### config.mk
export PLATFORM = sky130hd
export DESIGN_NAME = div_tap_strobe
export DESIGN_NICKNAME = d
export VERILOG_FILES = /design/src/rtl/div_tap_strobe_pkg.sv /design/src/rtl/div_tap_strobe_edge_rise_det.sv /design/src/rtl/div_tap_strobe.sv
export SDC_FILE = /design/constraint.sdc
export NUM_CORES = 1
export LEC_CHECK = 0
export BUFFER_PORTS_ARGS = -buffer_cell sky130_fd_sc_hd__buf_2
export CORE_MARGIN = 1
export CORE_UTILIZATION = 50
export DETAILED_ROUTE_END_ITERATION = 10
export HOLD_SLACK_MARGIN = 0.06
export PLACE_DENSITY = 0.79
export SYNTH_ARGS = -nofsm -noshare
export SYNTH_HDL_FRONTEND = slang
export SYNTH_SLANG_ARGS = --single-unit
### constraint.sdc
create_clock -name clk -period 2.8 [get_ports clk]
set_input_delay 0 -clock clk [delete_from_list [all_inputs] [get_ports clk]]
set_output_delay 0 -clock clk [all_outputs]
set_load 0.1 [all_outputs]
### src/rtl/div_tap_strobe_pkg.sv
// Shared game-timing definitions: strobe FSM state encoding and default counter width.
// Both the strobe block and its edge detector import this package.
package div_tap_strobe_pkg;

    localparam int CNT_W_DEF = 16;

    // Legacy-compatible state encoding; kept as plain constants so older blocks can share them.
    localparam logic [1:0] ST_IDLE   = 2'd0;
    localparam logic [1:0] ST_SETTLE = 2'd1;
    localparam logic [1:0] ST_RUN    = 2'd2;

endpackage

### src/rtl/div_tap_strobe_edge_rise_det.sv
// Registered rising-edge detector: samples d every cycle, emits a one-cycle pulse on 0->1
// when enabled. The combinational rise term is exported so the owner can act in the same edge.
module edge_rise_det
    import div_tap_strobe_pkg::*;
(
    input  logic clk,
    input  logic rst,
    input  logic en,
    input  logic d,
    output logic q,
    output logic q_d,
    output logic rise,
    output logic pulse
);

    assign rise = en & q & ~q_d;

    // NOTE: sequential state uses non-blocking assignments so every register
    // samples the pre-edge values, independent of statement order.
    always_ff @(posedge clk or negedge rst) begin
        if (!rst) begin
            q     <= 1'b0;
            q_d   <= 1'b0;
            pulse <= 1'b0;
        end else begin
            q     <= d;
            q_d   <= q;
            pulse <= rise;
        end
    end

endmodule

### src/rtl/div_tap_strobe.sv
// Tap strobe generator: picks one bit of the free-running divider, and after a short
// settle period issues a single-cycle strobe per rising edge of that bit, counting them.
module div_tap_strobe
    import div_tap_strobe_pkg::*;
#(
    parameter int CNT_W = CNT_W_DEF
) (
    input  logic             clk,
    input  logic             rst,
    input  logic [31:0]      div_res,
    input  logic             en,
    input  logic [4:0]       tap_sel,
    input  logic             cnt_clr,
    output logic             strobe,
    output logic [CNT_W-1:0] strobe_cnt,
    output logic             cnt_wrap,
    output logic             running
);

    localparam logic [CNT_W-1:0] CNT_ONE = {{(CNT_W-1){1'b0}}, 1'b1};

    logic [1:0] state, state_nx;
    logic       settle_cnt, settle_cnt_nx;
    logic [4:0] tap_sel_q, tap_sel_nx;
    logic       sel_change;
    logic       det_en;
    logic       tap_bit;
    logic       tap_q, tap_d;
    logic       rise;

    // NOTE: every always_comb output gets a default first, so no path leaves
    // a variable unassigned and no latch is inferred.
    always_comb begin
        state_nx      = state;
        settle_cnt_nx = settle_cnt;
        tap_sel_nx    = tap_sel_q;
        sel_change    = 1'b0;
        if (!en) begin
            state_nx = ST_IDLE;
        end else begin
            case (state)
                ST_IDLE: begin
                    state_nx      = ST_SETTLE;
                    settle_cnt_nx = 1'b0;
                    tap_sel_nx    = tap_sel;
                end
                ST_SETTLE: begin
                    if (settle_cnt) state_nx = ST_RUN;
                    else            settle_cnt_nx = 1'b1;
                end
                ST_RUN: begin
                    // A new tap needs two cycles for tap_q/tap_d to both reflect it.
                    if (tap_sel != tap_sel_q) begin
                        sel_change    = 1'b1;
                        state_nx      = ST_SETTLE;
                        settle_cnt_nx = 1'b0;
                        tap_sel_nx    = tap_sel;
                    end
                end
                default: state_nx = ST_IDLE;
            endcase
        end
    end

    always_ff @(posedge clk or negedge rst) begin
        if (!rst) begin
            state      <= ST_IDLE;
            settle_cnt <= 1'b0;
            tap_sel_q  <= 5'd0;
            running    <= 1'b0;
        end else begin
            state      <= state_nx;
            settle_cnt <= settle_cnt_nx;
            tap_sel_q  <= tap_sel_nx;
            running    <= (state_nx == ST_RUN);
        end
    end

    assign tap_bit = div_res[tap_sel_q];
    assign det_en  = en && (state == ST_RUN) && !sel_change;

    edge_rise_det u_det (
        .clk   (clk),
        .rst   (rst),
        .en    (det_en),
        .d     (tap_bit),
        .q     (tap_q),
        .q_d   (tap_d),
        .rise  (rise),
        .pulse (strobe)
    );

    // Clear has priority over a coincident strobe: count zeroes and no wrap is flagged.
    always_ff @(posedge clk or negedge rst) begin
        if (!rst) begin
            strobe_cnt <= '0;
            cnt_wrap   <= 1'b0;
        end else if (cnt_clr) begin
            strobe_cnt <= '0;
            cnt_wrap   <= 1'b0;
        end else begin
            if (rise) strobe_cnt <= strobe_cnt + CNT_ONE;
            cnt_wrap <= rise && (&strobe_cnt);
        end
    end

endmodule

==> results of run 1 <==
-- routing by layer --
metal,part of all wire (%),routed length (um),global-route usage (%),vias to the layer above
met5,0,0,0,-
met4,2.0,75,11.7,0
met3,4.3,165,3.84,8
met2,51,1930,37.7,58
met1,43,1630,26.2,737
li1,-,-,-,810
-- layout by cell type, fill, tap and decap left out, types with 3 or more instances in the layout --
master / count
sky130_fd_sc_hd__buf_4: 3
sky130_fd_sc_hd__o21ai_0: 6
sky130_fd_sc_hd__buf_2: 59
sky130_fd_sc_hd__nand3_1: 10
sky130_fd_sc_hd__dlygate4sd3_1: 11
sky130_fd_sc_hd__xnor2_1: 3
sky130_fd_sc_hd__nor2b_1: 11
sky130_fd_sc_hd__a22oi_1: 3
sky130_fd_sc_hd__nand2b_1: 3
sky130_fd_sc_hd__a21oi_1: 11
sky130_fd_sc_hd__mux2_2: 9
sky130_fd_sc_hd__inv_1: 4
sky130_fd_sc_hd__or3_1: 4
sky130_fd_sc_hd__nand2_1: 15
sky130_fd_sc_hd__dfrtp_1: 29
sky130_fd_sc_hd__or4_1: 4
sky130_fd_sc_hd__clkbuf_4: 5
sky130_fd_sc_hd__o31ai_1: 4
sky130_fd_sc_hd__nand4_1: 3
sky130_fd_sc_hd__nor2_1: 11
sky130_fd_sc_hd__mux2i_1: 17
sky130_fd_sc_hd__and3_1: 6
-- path summary, 6_finish.rpt --
| check | start | endpoint | slack (ns) |
|---|---|---|---|
| setup reg to reg | state[0]$_DFF_PN0_ | strobe_cnt[9]$_DFFE_PN0P_ | 0.35 |
| setup / recovery | state[0]$_DFF_PN0_ | strobe_cnt[9]$_DFFE_PN0P_ | 0.35 |
| hold reg to reg | u_det.q$_DFF_PN0_ | u_det.q_d$_DFF_PN0_ | 0.40 |
| hold / removal | cnt_clr | strobe_cnt[1]$_DFFE_PN0P_ | 0.09 |
| min in group asynchronous | rst | tap_sel_q[3]$_DFFE_PN0P_ | 0.21 |
| max in group asynchronous | rst | tap_sel_q[1]$_DFFE_PN0P_ | 2.17 |
-- cell families after synthesis --
family,after synthesis
fa+ha+maj,1
compound gates,31
simple gates,80
xor+xnor,3
flops,29
mux,26
buf+inv,10
-- report_power, final --
| group | total [mW] | internal (mW) | leakage (nW) | switching (mW) |
|---|---|---|---|---|
| Combinational | 0.239 | 0.125 | 0.690 | 0.114 |
| Clock | 0.249 | 0.0946 | 0.0310 | 0.154 |
| Sequential | 0.480 | 0.450 | 0.386 | 0.0306 |
| Total | 0.969 | 0.669 | 1.11 | 0.299 |
-- registers in the layout, summed over array words and instances, names as in the netlist --
name,cells
cnt_wrap,1
running,1
settle_cnt,1
state,2
strobe_cnt,16
tap_sel_q,5
u_det.pulse,1
u_det.q,1
u_det.q_d,1
-- critical path, delay by kind of cell (launching register included) --
family	cells	cell delay [ns]
simple gates	4	1.80
flops	1	0.42
compound gates	1	0.15
-- through the flow --
stage	hold WS, ns	total power, mW	util [%]
finish	0.0891	0.969	70.6
global route	0.0795	1.02	70.6
CTS	0.0802	0.968	70.6
detailed placement	0.0533	0.699	65.4
global placement	0.0575	0.697	65.4
floorplan	-0.296	0.635	-
-- final cells by class --
type	instances	area [um2]
multi-input cells	141	947
fillers	263	927
flip-flops and latches	29	726
repair buffers	73	428
well taps	44	55.1
clock buffers	5	37.5
clock inverters	3	17.5
inverters	4	15.0
==> impl_metrics.py, run 1 <==
metrics = {
    "floorplanning": {
        "die_area_um2": 3680,
        "ios": 60,
        "core-area_um2": 3150,
        "die_width_um": 60.6,
        "floorplan.initialDensity_pct": 54.5,
        "std_cell_rows": 20,
        "die-height_um": 60.6,
    },
    "timing": {
        "fmax_ghz": 0.409,
        "worst_slew_pin_slew_ns": 0.627,
        "report.final.setup_viol": 0,
        "max-slew-margin-rel_pct": 58.2,
        "hold_viol": 0,
        "timing.final.crit_period_ns": 2.45,
        "final.setup.worst_slack_ns": 0.354,
        "clock-skew-final_ns": 0.0133,
        "fin_crit_sh_pct": 87.4,
        "final.setup.tns_ns": 0,
        "grt_setup_unrepaired": "false",
        "slew_violations": 0,
    },
    "synth": {
        "synth.top_cells.by_count": "sky130_fd_sc_hd__dfrtp_1, sky130_fd_sc_hd__mux2i_1, sky130_fd_sc_hd__nand2_1",
        "yosys.area_share.simple_pct": 25.6,
        "synth_top_flop_cell": "sky130_fd_sc_hd__dfrtp_1",
        "postSynthNetCount": 222,
        "synthAdderAreaFrac_pct": 0.728,
        "yosysMostFrequentCell": "sky130_fd_sc_hd__dfrtp_1",
        "postSynthRegisterBits": 29,
        "synth_xor_area_share_pct": 1.53,
        "edff_count_synth": 0,
        "synth_area_um2": 1720,
        "yosys.area.top_type": "sky130_fd_sc_hd__dfrtp_1",
        "netlist_top_cells_area": "sky130_fd_sc_hd__dfrtp_1, sky130_fd_sc_hd__mux2i_1, sky130_fd_sc_hd__mux2_2, sky130_fd_sc_hd__nor2b_1, sky130_fd_sc_hd__nand2_1",
        "synth_async_sr_flop_share_pct": 100,
        "synth_warnings": 0,
        "synth_cell_type_count": 39,
        "post_synth.cell_area_avg_um2": 9.55,
        "synth_compound_area_share_pct": 11.4,
        "yosysSeqAreaShare_pct": 42.2,
        "synth_mux_area_share_pct": 15.8,
        "synth_top_family_by_area": "simple AND/OR/NAND/NOR gates",
        "yosysTopAreaCellShare_pct": 42.2,
        "cell_count_after_synthesis": 180,
    },
    "clock_tree": {
        "clk_pin_slew_ns": 0.11,
        "cts-htree-levels": 2,
        "tritoncts": "yes",
        "clockBufferDepth": 2,
        "clock_insertion_delay_worst_skew_ns": 0.33,
        "cts_buffers": 5,
        "post_cts.resized_instances": 0,
        "cts-root-buf": "sky130_fd_sc_hd__clkbuf_4",
        "cts_sinks": 29,
        "count_of_hold_fix_buffers_inserted_at_cts": 11,
        "post_cts_buffers": 0,
    },
    "critical_path": {
        "critPathArrivalTime_ns": 2.70,
        "timing.setup.critical_path_class": "reg2reg",
        "worst-endpoint-required_ns": 3.05,
        "timing.critical_path.cells": "nand2b_1 > or4_4 > or4_1 > or4_1 > a21oi_1",
        "reg2reg_depth": 5,
        "timing.critical_path.from_type": "register",
        "critPathMaxStageDelay_ns": 0.55,
        "path_common_cell": "sky130_fd_sc_hd__or4_1",
        "critical_path.slowest_cell": "sky130_fd_sc_hd__or4_1",
        "timing.critical_path.fanout_max": 8,
        "crit_path_end_kind": "register",
    },
    "power_and_ir_drop": {
        "power_leakage_nw": 1.11,
        "power.density_cell_area_nw_per_um2": 435,
        "vdd.ir_drop.worst_mv": 0.241,
    },
    "drt": {
        "number_of_drc_violations_after_detailed_routing_iteration_0": 63,
        "drcViolationCount": 0,
        "postRouteWirelength_um": 3800,
        "num_vias": 1613,
        "drtPass1Iterations": 4,
        "drt.antenna.violating_nets": 0,
        "vias_per_cell": 5.39,
        "avgRoutedWirePerCell_um": 12.7,
    },
    "place": {
        "finalWeightedCongestion": 0.780,
        "dpl.cell_count": 280,
        "place_ws_ns": 0.406,
        "detailed_place.area_um2": 2060,
        "dp.final_hpwl_um": 2730,
        "placement.io_buffers": 59,
    },
    "final_layout": {
        "antenna-diode-count": 0,
        "final_cell_area_um2": 2230,
        "layoutNonFillerInstCount": 299,
        "finalNetCount": 296,
        "layout-area-overhead-vs-synth_pct": 29.5,
        "post_route_cells_drive_above_1_share_pct": 32.5,
    },
    "grt": {
        "overflow": 0,
        "grt_antenna_before_repair": 0,
        "grt_pass1_vias": 1415,
        "gr-usage-all-layers_pct": 21.9,
        "grt_pass1_wl_um": 5910,
        "grt_start_max_net_pins": 30,
    },
    "run_status": {
        "run_status": "finished clean",
    },
    "flow_run": {
        "cap_viol_max_count": 0,
    },
    "hold_path": {
        "holdPathStages": 2,
        "worst_hold_path_type": "in2reg",
    },
}
(Power assumes the default switching activity.)
==> run 2, diff against run 1 <==
--- a/config.mk
+++ b/config.mk
@@ -5,12 +5,12 @@
 export SDC_FILE = /design/constraint.sdc
 export NUM_CORES = 1
 export LEC_CHECK = 0
-export BUFFER_PORTS_ARGS = -buffer_cell sky130_fd_sc_hd__buf_2
 export CORE_MARGIN = 1
 export CORE_UTILIZATION = 50
 export DETAILED_ROUTE_END_ITERATION = 10
+export DONT_BUFFER_PORTS = 1
 export HOLD_SLACK_MARGIN = 0.06
-export PLACE_DENSITY = 0.79
+export PLACE_DENSITY = 0.64
 export SYNTH_ARGS = -nofsm -noshare
 export SYNTH_HDL_FRONTEND = slang
 export SYNTH_SLANG_ARGS = --single-unit
==> run 2 against run 1 <==
Compared with the run above: via count down 6.1%; utilization down 3.5 points; die area unchanged; clock skew down 0.0062 ns; critical endpoint unchanged.
==> impl_metrics.py, run 2 (synthesized netlist as in run 1, its figures left out) <==
metrics = {
    "final_layout": {
        "layout-area-overhead-vs-synth_pct": 23.1,
        "finalNetCount": 258,
        "antenna-diode-count": 0,
        "layout.cells.most_common": "sky130_fd_sc_hd__dfrtp_1",
        "largest_reg_flops": 16,
        "regMostFlops": "strobe_cnt",
        "post_route_cells_drive_above_1_share_pct": 17.1,
        "final_cell_area_um2": 2120,
        "reg_top3": "strobe_cnt: 16 flops, tap_sel_q: 5 flops, state: 2 flops",
        "final_cell_mix": "sky130_fd_sc_hd__dfrtp_1, sky130_fd_sc_hd__mux2i_1, sky130_fd_sc_hd__dlygate4sd3_1, sky130_fd_sc_hd__buf_4, sky130_fd_sc_hd__nand2_1",
        "fillCellCount": 268,
        "final_util_pct": 67.1,
    },
    "clock_tree": {
        "cts-htree-levels": 2,
        "post_cts_buffers": 0,
        "cts_buffers": 5,
        "clk_pin_slew_ns": 0.09,
        "tritoncts": "yes",
        "cts-root-buf": "sky130_fd_sc_hd__clkbuf_4",
        "clock_insertion_delay_worst_skew_ns": 0.33,
        "cts_sinks": 29,
        "clockBufferDepth": 2,
    },
    "grt": {
        "grt_pass1_wl_um": 6330,
        "grt_antenna_before_repair": 0,
        "grt_pass1_vias": 1486,
        "gr-usage-all-layers_pct": 23.8,
        "grt_start_max_net_pins": 30,
        "overflow": 0,
    },
    "floorplanning": {
        "std_cell_rows": 20,
        "core-area_um2": 3150,
        "floorplan.initialDensity_pct": 54.5,
        "ios": 60,
        "die_area_um2": 3680,
        "die-height_um": 60.6,
        "die_width_um": 60.6,
    },
    "critical_path": {
        "path_common_cell": "sky130_fd_sc_hd__or4_1",
        "cpLargestDelayFamily": "simple AND/OR/NAND/NOR gates",
        "r2r-end": "strobe_cnt[9]$_DFFE_PN0P_",
        "worst-endpoint-required_ns": 3.04,
        "cp_num_buf_inv": 0,
        "reg2reg_depth": 5,
        "timing.setup.critical_path_class": "reg2reg",
        "crit_path_end_kind": "register",
        "timing.critical_path.fanout_max": 8,
        "setup.reg_to_reg.worst_slack_ns": 0.34,
        "timing.critical_path.cells": "nand2b_1 > or4_4 > or4_1 > or4_1 > a21oi_1",
        "critical_path.slowest_cell": "sky130_fd_sc_hd__or4_1",
        "timing.critical_path.from_type": "register",
        "critPathArrivalTime_ns": 2.70,
        "reg_to_reg_start": "state[0]$_DFF_PN0_",
        "critPathMaxStageDelay_ns": 0.55,
    },
    "place": {
        "placement.io_buffers": 0,
        "detailed_place.area_um2": 1870,
        "dp.final_hpwl_um": 2830,
        "finalWeightedCongestion": 0.819,
    },
    "drt": {
        "drtPass1Iterations": 4,
        "avgRoutedWirePerCell_um": 15.1,
        "vias_per_cell": 5.82,
        "postRouteWirelength_um": 3930,
        "num_vias": 1514,
        "number_of_drc_violations_after_detailed_routing_iteration_0": 52,
        "drt.antenna.violating_nets": 0,
        "drcViolationCount": 0,
    },
    "timing": {
        "slew_violations": 0,
        "clock-skew-final_ns": 0.00708,
        "max-slew-margin-rel_pct": 35.0,
        "fin_crit_sh_pct": 87.8,
        "final.setup.tns_ns": 0,
        "worst_slew_pin_slew_ns": 0.975,
        "hold-worst-slack_ns": 0.118,
        "timing.final.crit_period_ns": 2.46,
        "fmax_ghz": 0.407,
        "grt_setup_unrepaired": "false",
        "hold_viol": 0,
        "report.final.setup_viol": 0,
    },
    "hold_path": {
        "worst_hold_path_type": "in2async",
    },
    "power_and_ir_drop": {
        "power_switching_uw": 280,
        "share_comb_of_total_power_pct": 22.7,
        "power.share.sequential_pct": 50.6,
        "power_leakage_nw": 0.950,
        "power.density_cell_area_nw_per_um2": 456,
        "swShare_pct": 29.0,
        "intPower_uw": 684,
        "vdd.ir_drop.worst_mv": 0.287,
        "p_clk_share_pct": 26.7,
    },
    "run_status": {
        "run_status": "finished clean",
    },
    "flow_run": {
        "cap_viol_max_count": 0,
    },
}
run 2: cell count changes in the layout (fill, tap and decap cells not counted), sizes merged:
cell,delta
clkinv,-2
clkbuf,+2
clkinvlp,-1
dlygate4sd3,+6
buf,-44
run 2: worst max path at each step:
stage	start	endpoint	slack, ns	cells past startpoint
3_3_place_gp	state[0]$_DFF_PN0_	strobe_cnt[9]$_DFFE_PN0P_	0.47	5
3_5_place_dp	state[0]$_DFF_PN0_	strobe_cnt[9]$_DFFE_PN0P_	0.36	5
2_1_floorplan	strobe_cnt[5]$_DFFE_PN0P_	strobe_cnt[15]$_DFFE_PN0P_	0.09	6
6_report	state[0]$_DFF_PN0_	strobe_cnt[9]$_DFFE_PN0P_	0.34	5
4_1_cts	state[0]$_DFF_PN0_	strobe_cnt[9]$_DFFE_PN0P_	0.32	5
5_1_grt	state[0]$_DFF_PN0_	strobe_cnt[9]$_DFFE_PN0P_	0.22	5
run 2: power groups by stage:
stage	Sequential [mW]	Clock [mW]	Combinational (mW)
2_1_floorplan	0.486	0	0.149
4_1_cts	0.488	0.264	0.217
6_report	0.488	0.258	0.219
3_3_place_gp	0.493	0	0.158
5_1_grt	0.493	0.286	0.242
3_5_place_dp	0.496	0	0.164
run 2: through the flow:
| stage | setup slack [ns] | power, mW | std cells |
|---|---|---|---|
| finish | 0.343 | 0.964 | 260 |
| floorplan | 0.0876 | 0.635 | 180 |
| global route | 0.222 | 1.02 | 260 |
| CTS | 0.321 | 0.968 | 260 |
| detailed placement | 0.360 | 0.659 | 235 |
| global placement | 0.473 | 0.651 | 235 |
run 2: repair_timing:
item                      CTS  global route
hold endpoints to repair   56             0
hold buffers               18             0
resized for setup           0             0
run 2: per-layer routing:
metal | up-vias | track usage, % | share of wire (%)
met3 | 6 | 7.89 | 5.2
met4 | 0 | 7.14 | 1.0
met5 | - | 0 | 0
met1 | 726 | 27.0 | 43
met2 | 51 | 42.5 | 51
li1 | 731 | - | -
run 2: area by class of cell:
cell class / count / area, um2 / share of cell area, %
clock buffers: 7 / 55.1 / 2.60
inverters: 4 / 15.0 / 0.710
multi-input cells: 141 / 947 / 44.8
well taps: 44 / 55.1 / 2.60
flip-flops and latches: 29 / 726 / 34.3
repair buffers: 35 / 318 / 15.0
==> run 3, diff against run 2 <==
--- a/config.mk
+++ b/config.mk
@@ -13,4 +13,5 @@
 export PLACE_DENSITY = 0.64
 export SYNTH_ARGS = -nofsm -noshare
 export SYNTH_HDL_FRONTEND = slang
+export SYNTH_HIERARCHICAL = 1
 export SYNTH_SLANG_ARGS = --single-unit
==> run 3 against run 2 <==
Compared with the run above: cell area down 8.0%; non-clock buffer count down 6; combinational power down 13%; critical endpoint is now strobe_cnt[13]$_DFFE_PN0P_; largest cell class unchanged; largest power group unchanged; highest routed layer unchanged.
==> impl_metrics.py, run 3 <==
metrics = {
    "run_status": {
        "run_status": "finished clean",
    },
    "critical_path": {
        "setup.reg_to_reg.worst_slack_ns": 0.38,
        "worst-endpoint-required_ns": 2.99,
        "crit_path_end_kind": "register",
        "timing.setup.critical_path_class": "reg2reg",
        "reg2reg_depth": 10,
        "r2r-end": "strobe_cnt[13]$_DFFE_PN0P_",
        "reg_to_reg_start": "tap_sel_q[4]$_DFFE_PN0P_",
        "critPathArrivalTime_ns": 2.61,
        "timing.critical_path.from_type": "register",
        "timing.critical_path.fanout_max": 8,
    },
    "final_layout": {
        "fillCellCount": 276,
        "post_route_cells_drive_above_1_share_pct": 15.5,
        "reg_top3": "strobe_cnt: 16 flops, tap_sel_q: 5 flops, state: 2 flops",
        "layout-area-overhead-vs-synth_pct": 20.1,
        "multi_input_combinational_cell_area_um2": 848,
        "final_util_pct": 63.8,
        "largest_reg_flops": 16,
        "ff_latch_area_um2": 726,
        "regMostFlops": "strobe_cnt",
        "antenna-diode-count": 0,
        "layout.cells.most_common": "sky130_fd_sc_hd__dfrtp_1",
        "finalNetCount": 235,
        "final_cell_mix": "sky130_fd_sc_hd__dfrtp_1, sky130_fd_sc_hd__nor2_1, sky130_fd_sc_hd__mux2i_1, sky130_fd_sc_hd__buf_4, sky130_fd_sc_hd__xor2_1",
    },
    "clock_tree": {
        "cts_sinks": 29,
        "cts-htree-levels": 2,
        "post_cts.resized_instances": 0,
        "clk_pin_slew_ns": 0.09,
        "cts_buffers": 5,
        "tritoncts": "yes",
        "cts-root-buf": "sky130_fd_sc_hd__clkbuf_4",
        "clock_insertion_delay_worst_skew_ns": 0.32,
        "clockBufferDepth": 2,
    },
    "synth": {
        "edff_count_synth": 0,
        "synth_top_flop_cell": "sky130_fd_sc_hd__dfrtp_1",
        "netlist_top_cells_area": "sky130_fd_sc_hd__dfrtp_1, sky130_fd_sc_hd__mux2i_1, sky130_fd_sc_hd__xor2_1, sky130_fd_sc_hd__nor2_1, sky130_fd_sc_hd__mux2_2",
        "yosysMostFrequentCell": "sky130_fd_sc_hd__dfrtp_1",
        "yosys.area.top_type": "sky130_fd_sc_hd__dfrtp_1",
        "postSynthRegisterBits": 29,
        "synth_area_um2": 1620,
        "synth_warnings": 6,
        "synth_async_sr_flop_share_pct": 100,
        "post_synth.cell_area_avg_um2": 10.0,
        "yosysSeqAreaShare_pct": 44.8,
        "yosysTopAreaCellShare_pct": 44.8,
        "synth_cell_type_count": 33,
        "synth.top_cells.by_count": "sky130_fd_sc_hd__dfrtp_1, sky130_fd_sc_hd__nor2_1, sky130_fd_sc_hd__mux2i_1",
        "cell_count_after_synthesis": 162,
        "postSynthNetCount": 204,
    },
    "power_and_ir_drop": {
        "share_comb_of_total_power_pct": 21.0,
        "swShare_pct": 28.2,
        "p_clk_share_pct": 25.6,
        "power.density_cell_area_nw_per_um2": 467,
        "vdd.ir_drop.worst_mv": 0.239,
        "power_leakage_nw": 0.898,
        "power_switching_uw": 256,
        "power.share.sequential_pct": 53.4,
        "intPower_uw": 653,
    },
    "hold_path": {
        "worst_hold_startpoint": "en",
        "min_delay_worst_endpoint": "tap_sel_q[3]$_DFFE_PN0P_",
        "worst_hold_path_type": "in2reg",
        "holdPathStages": 2,
    },
    "drt": {
        "num_vias": 1333,
        "number_of_drc_violations_after_detailed_routing_iteration_0": 41,
        "avgRoutedWirePerCell_um": 14.0,
        "postRouteWirelength_um": 3340,
        "drt.antenna.violating_nets": 0,
        "vias_per_cell": 5.60,
        "drcViolationCount": 0,
        "drtPass1Iterations": 4,
    },
    "place": {
        "finalWeightedCongestion": 0.801,
        "placement.io_buffers": 0,
        "dp.final_hpwl_um": 2500,
    },
    "floorplanning": {
        "ios": 60,
        "std_cell_rows": 20,
        "floorplan.initialDensity_pct": 53.1,
        "die-height_um": 59.0,
        "core-area_um2": 3050,
        "die_width_um": 59.0,
        "die_area_um2": 3480,
    },
    "timing": {
        "hold_viol": 0,
        "fmax_ghz": 0.413,
        "max-slew-margin-rel_pct": 40.6,
        "grt_setup_unrepaired": "false",
        "timing.final.crit_period_ns": 2.42,
        "fin_crit_sh_pct": 86.5,
        "report.final.setup_viol": 0,
        "clock-skew-final_ns": 0.0105,
        "slew_violations": 0,
        "worst_slew_pin_slew_ns": 0.892,
        "final.setup.tns_ns": 0,
    },
    "grt": {
        "grt_antenna_before_repair": 0,
        "overflow": 0,
        "gr-usage-all-layers_pct": 21.4,
        "grt_pass1_wl_um": 5530,
        "grt_start_max_net_pins": 30,
        "grt_pass1_vias": 1354,
    },
    "flow_run": {
        "cap_viol_max_count": 0,
    },
}
==> run 3: what timing repair did <==
item | CTS | global route
setup endpoints to repair | 0 | 0
setup buffers | 0 | 0
hold buffers | 12 | 0
endpoints found under the hold margin | 56 | 0
==> run 3: through the flow <==
step	instance area [um2]	power [mW]	worst slack (ns)	hold slack, ns	instances
3_5_place_dp	1770	0.648	0.403	-0.295	218
6_report	1950	0.909	0.378	0.0699	238
2_1_floorplan	1620	0.632	0.605	-0.296	162
5_1_grt	1950	0.961	0.114	0.0875	238
3_3_place_gp	1770	0.642	0.503	-0.295	218
4_1_cts	1950	0.919	0.373	0.0704	238
==> run 3: per-layer routing <==
metal  wire length, um  track usage [%]  vias up
met5                 0                0        -
met4                85             11.2        0
met3               203             5.93       10
met2              1780             39.9       49
met1              1280             21.3      638
li1                  -                -      636
==> run 3: cell families (layout without fill, tap and decap cells) <==
group                    count (synthesis)  in the layout  share of synthesized area (%)
AND/OR/NAND/NOR                         65             65                           20.3
flip-flops                              29             29                           44.8
multiplexers                            22             22                           14.0
AO/OA/AOI/OAI                           20             20                           8.10
XOR/XNOR                                17             17                           9.18
buffers and inverters                    8             40                           2.93
adder cells (fa/ha/maj)                  1              1                          0.771
==> run 3: worst max-delay path, stage by stage, from the launching register on <==
cell                      delay [ns]
sky130_fd_sc_hd__dfrtp_1        0.45
sky130_fd_sc_hd__xor2_1         0.20
sky130_fd_sc_hd__nor4_2         0.25
sky130_fd_sc_hd__nand3_1        0.16
sky130_fd_sc_hd__nor2_1         0.13
sky130_fd_sc_hd__and3b_1        0.35
sky130_fd_sc_hd__o211a_1        0.19
sky130_fd_sc_hd__and3_1         0.24
sky130_fd_sc_hd__nand3_1        0.12
sky130_fd_sc_hd__xor2_1         0.16
sky130_fd_sc_hd__nor2_1         0.06
==> run 3: area by class of cell <==
class / instances / area share [%]
multi-input cells: 125 / 43.6
flip-flops and latches: 29 / 37.3
repair buffers: 29 / 13.2
well taps: 44 / 2.83
clock buffers: 8 / 2.51
inverters: 3 / 0.578
==> run 3: worst max path at each step <==
| stage | endpoint | slack (ns) | depth (start not counted) | start |
|---|---|---|---|---|
| final | strobe_cnt[13]$_DFFE_PN0P_ | 0.38 | 10 | tap_sel_q[4]$_DFFE_PN0P_ |
| after global routing | strobe_cnt[13]$_DFFE_PN0P_ | 0.11 | 10 | tap_sel_q[4]$_DFFE_PN0P_ |
| after CTS | strobe_cnt[13]$_DFFE_PN0P_ | 0.37 | 10 | tap_sel_q[4]$_DFFE_PN0P_ |
| after detailed placement | strobe_cnt[11]$_DFFE_PN0P_ | 0.40 | 10 | tap_sel_q[0]$_DFFE_PN0P_ |
| after global placement | strobe_cnt[13]$_DFFE_PN0P_ | 0.50 | 10 | tap_sel_q[4]$_DFFE_PN0P_ |
| after floorplan | strobe_cnt[11]$_DFFE_PN0P_ | 0.60 | 11 | tap_sel_q[0]$_DFFE_PN0P_ |
==> run 3: power by group through the flow <==
stage	Sequential, mW	Clock, mW	Combinational (mW)
finish	0.486	0.233	0.190
global route	0.491	0.260	0.210
CTS	0.485	0.241	0.193
detailed placement	0.493	0	0.155
global placement	0.491	0	0.151
floorplan	0.485	0	0.147
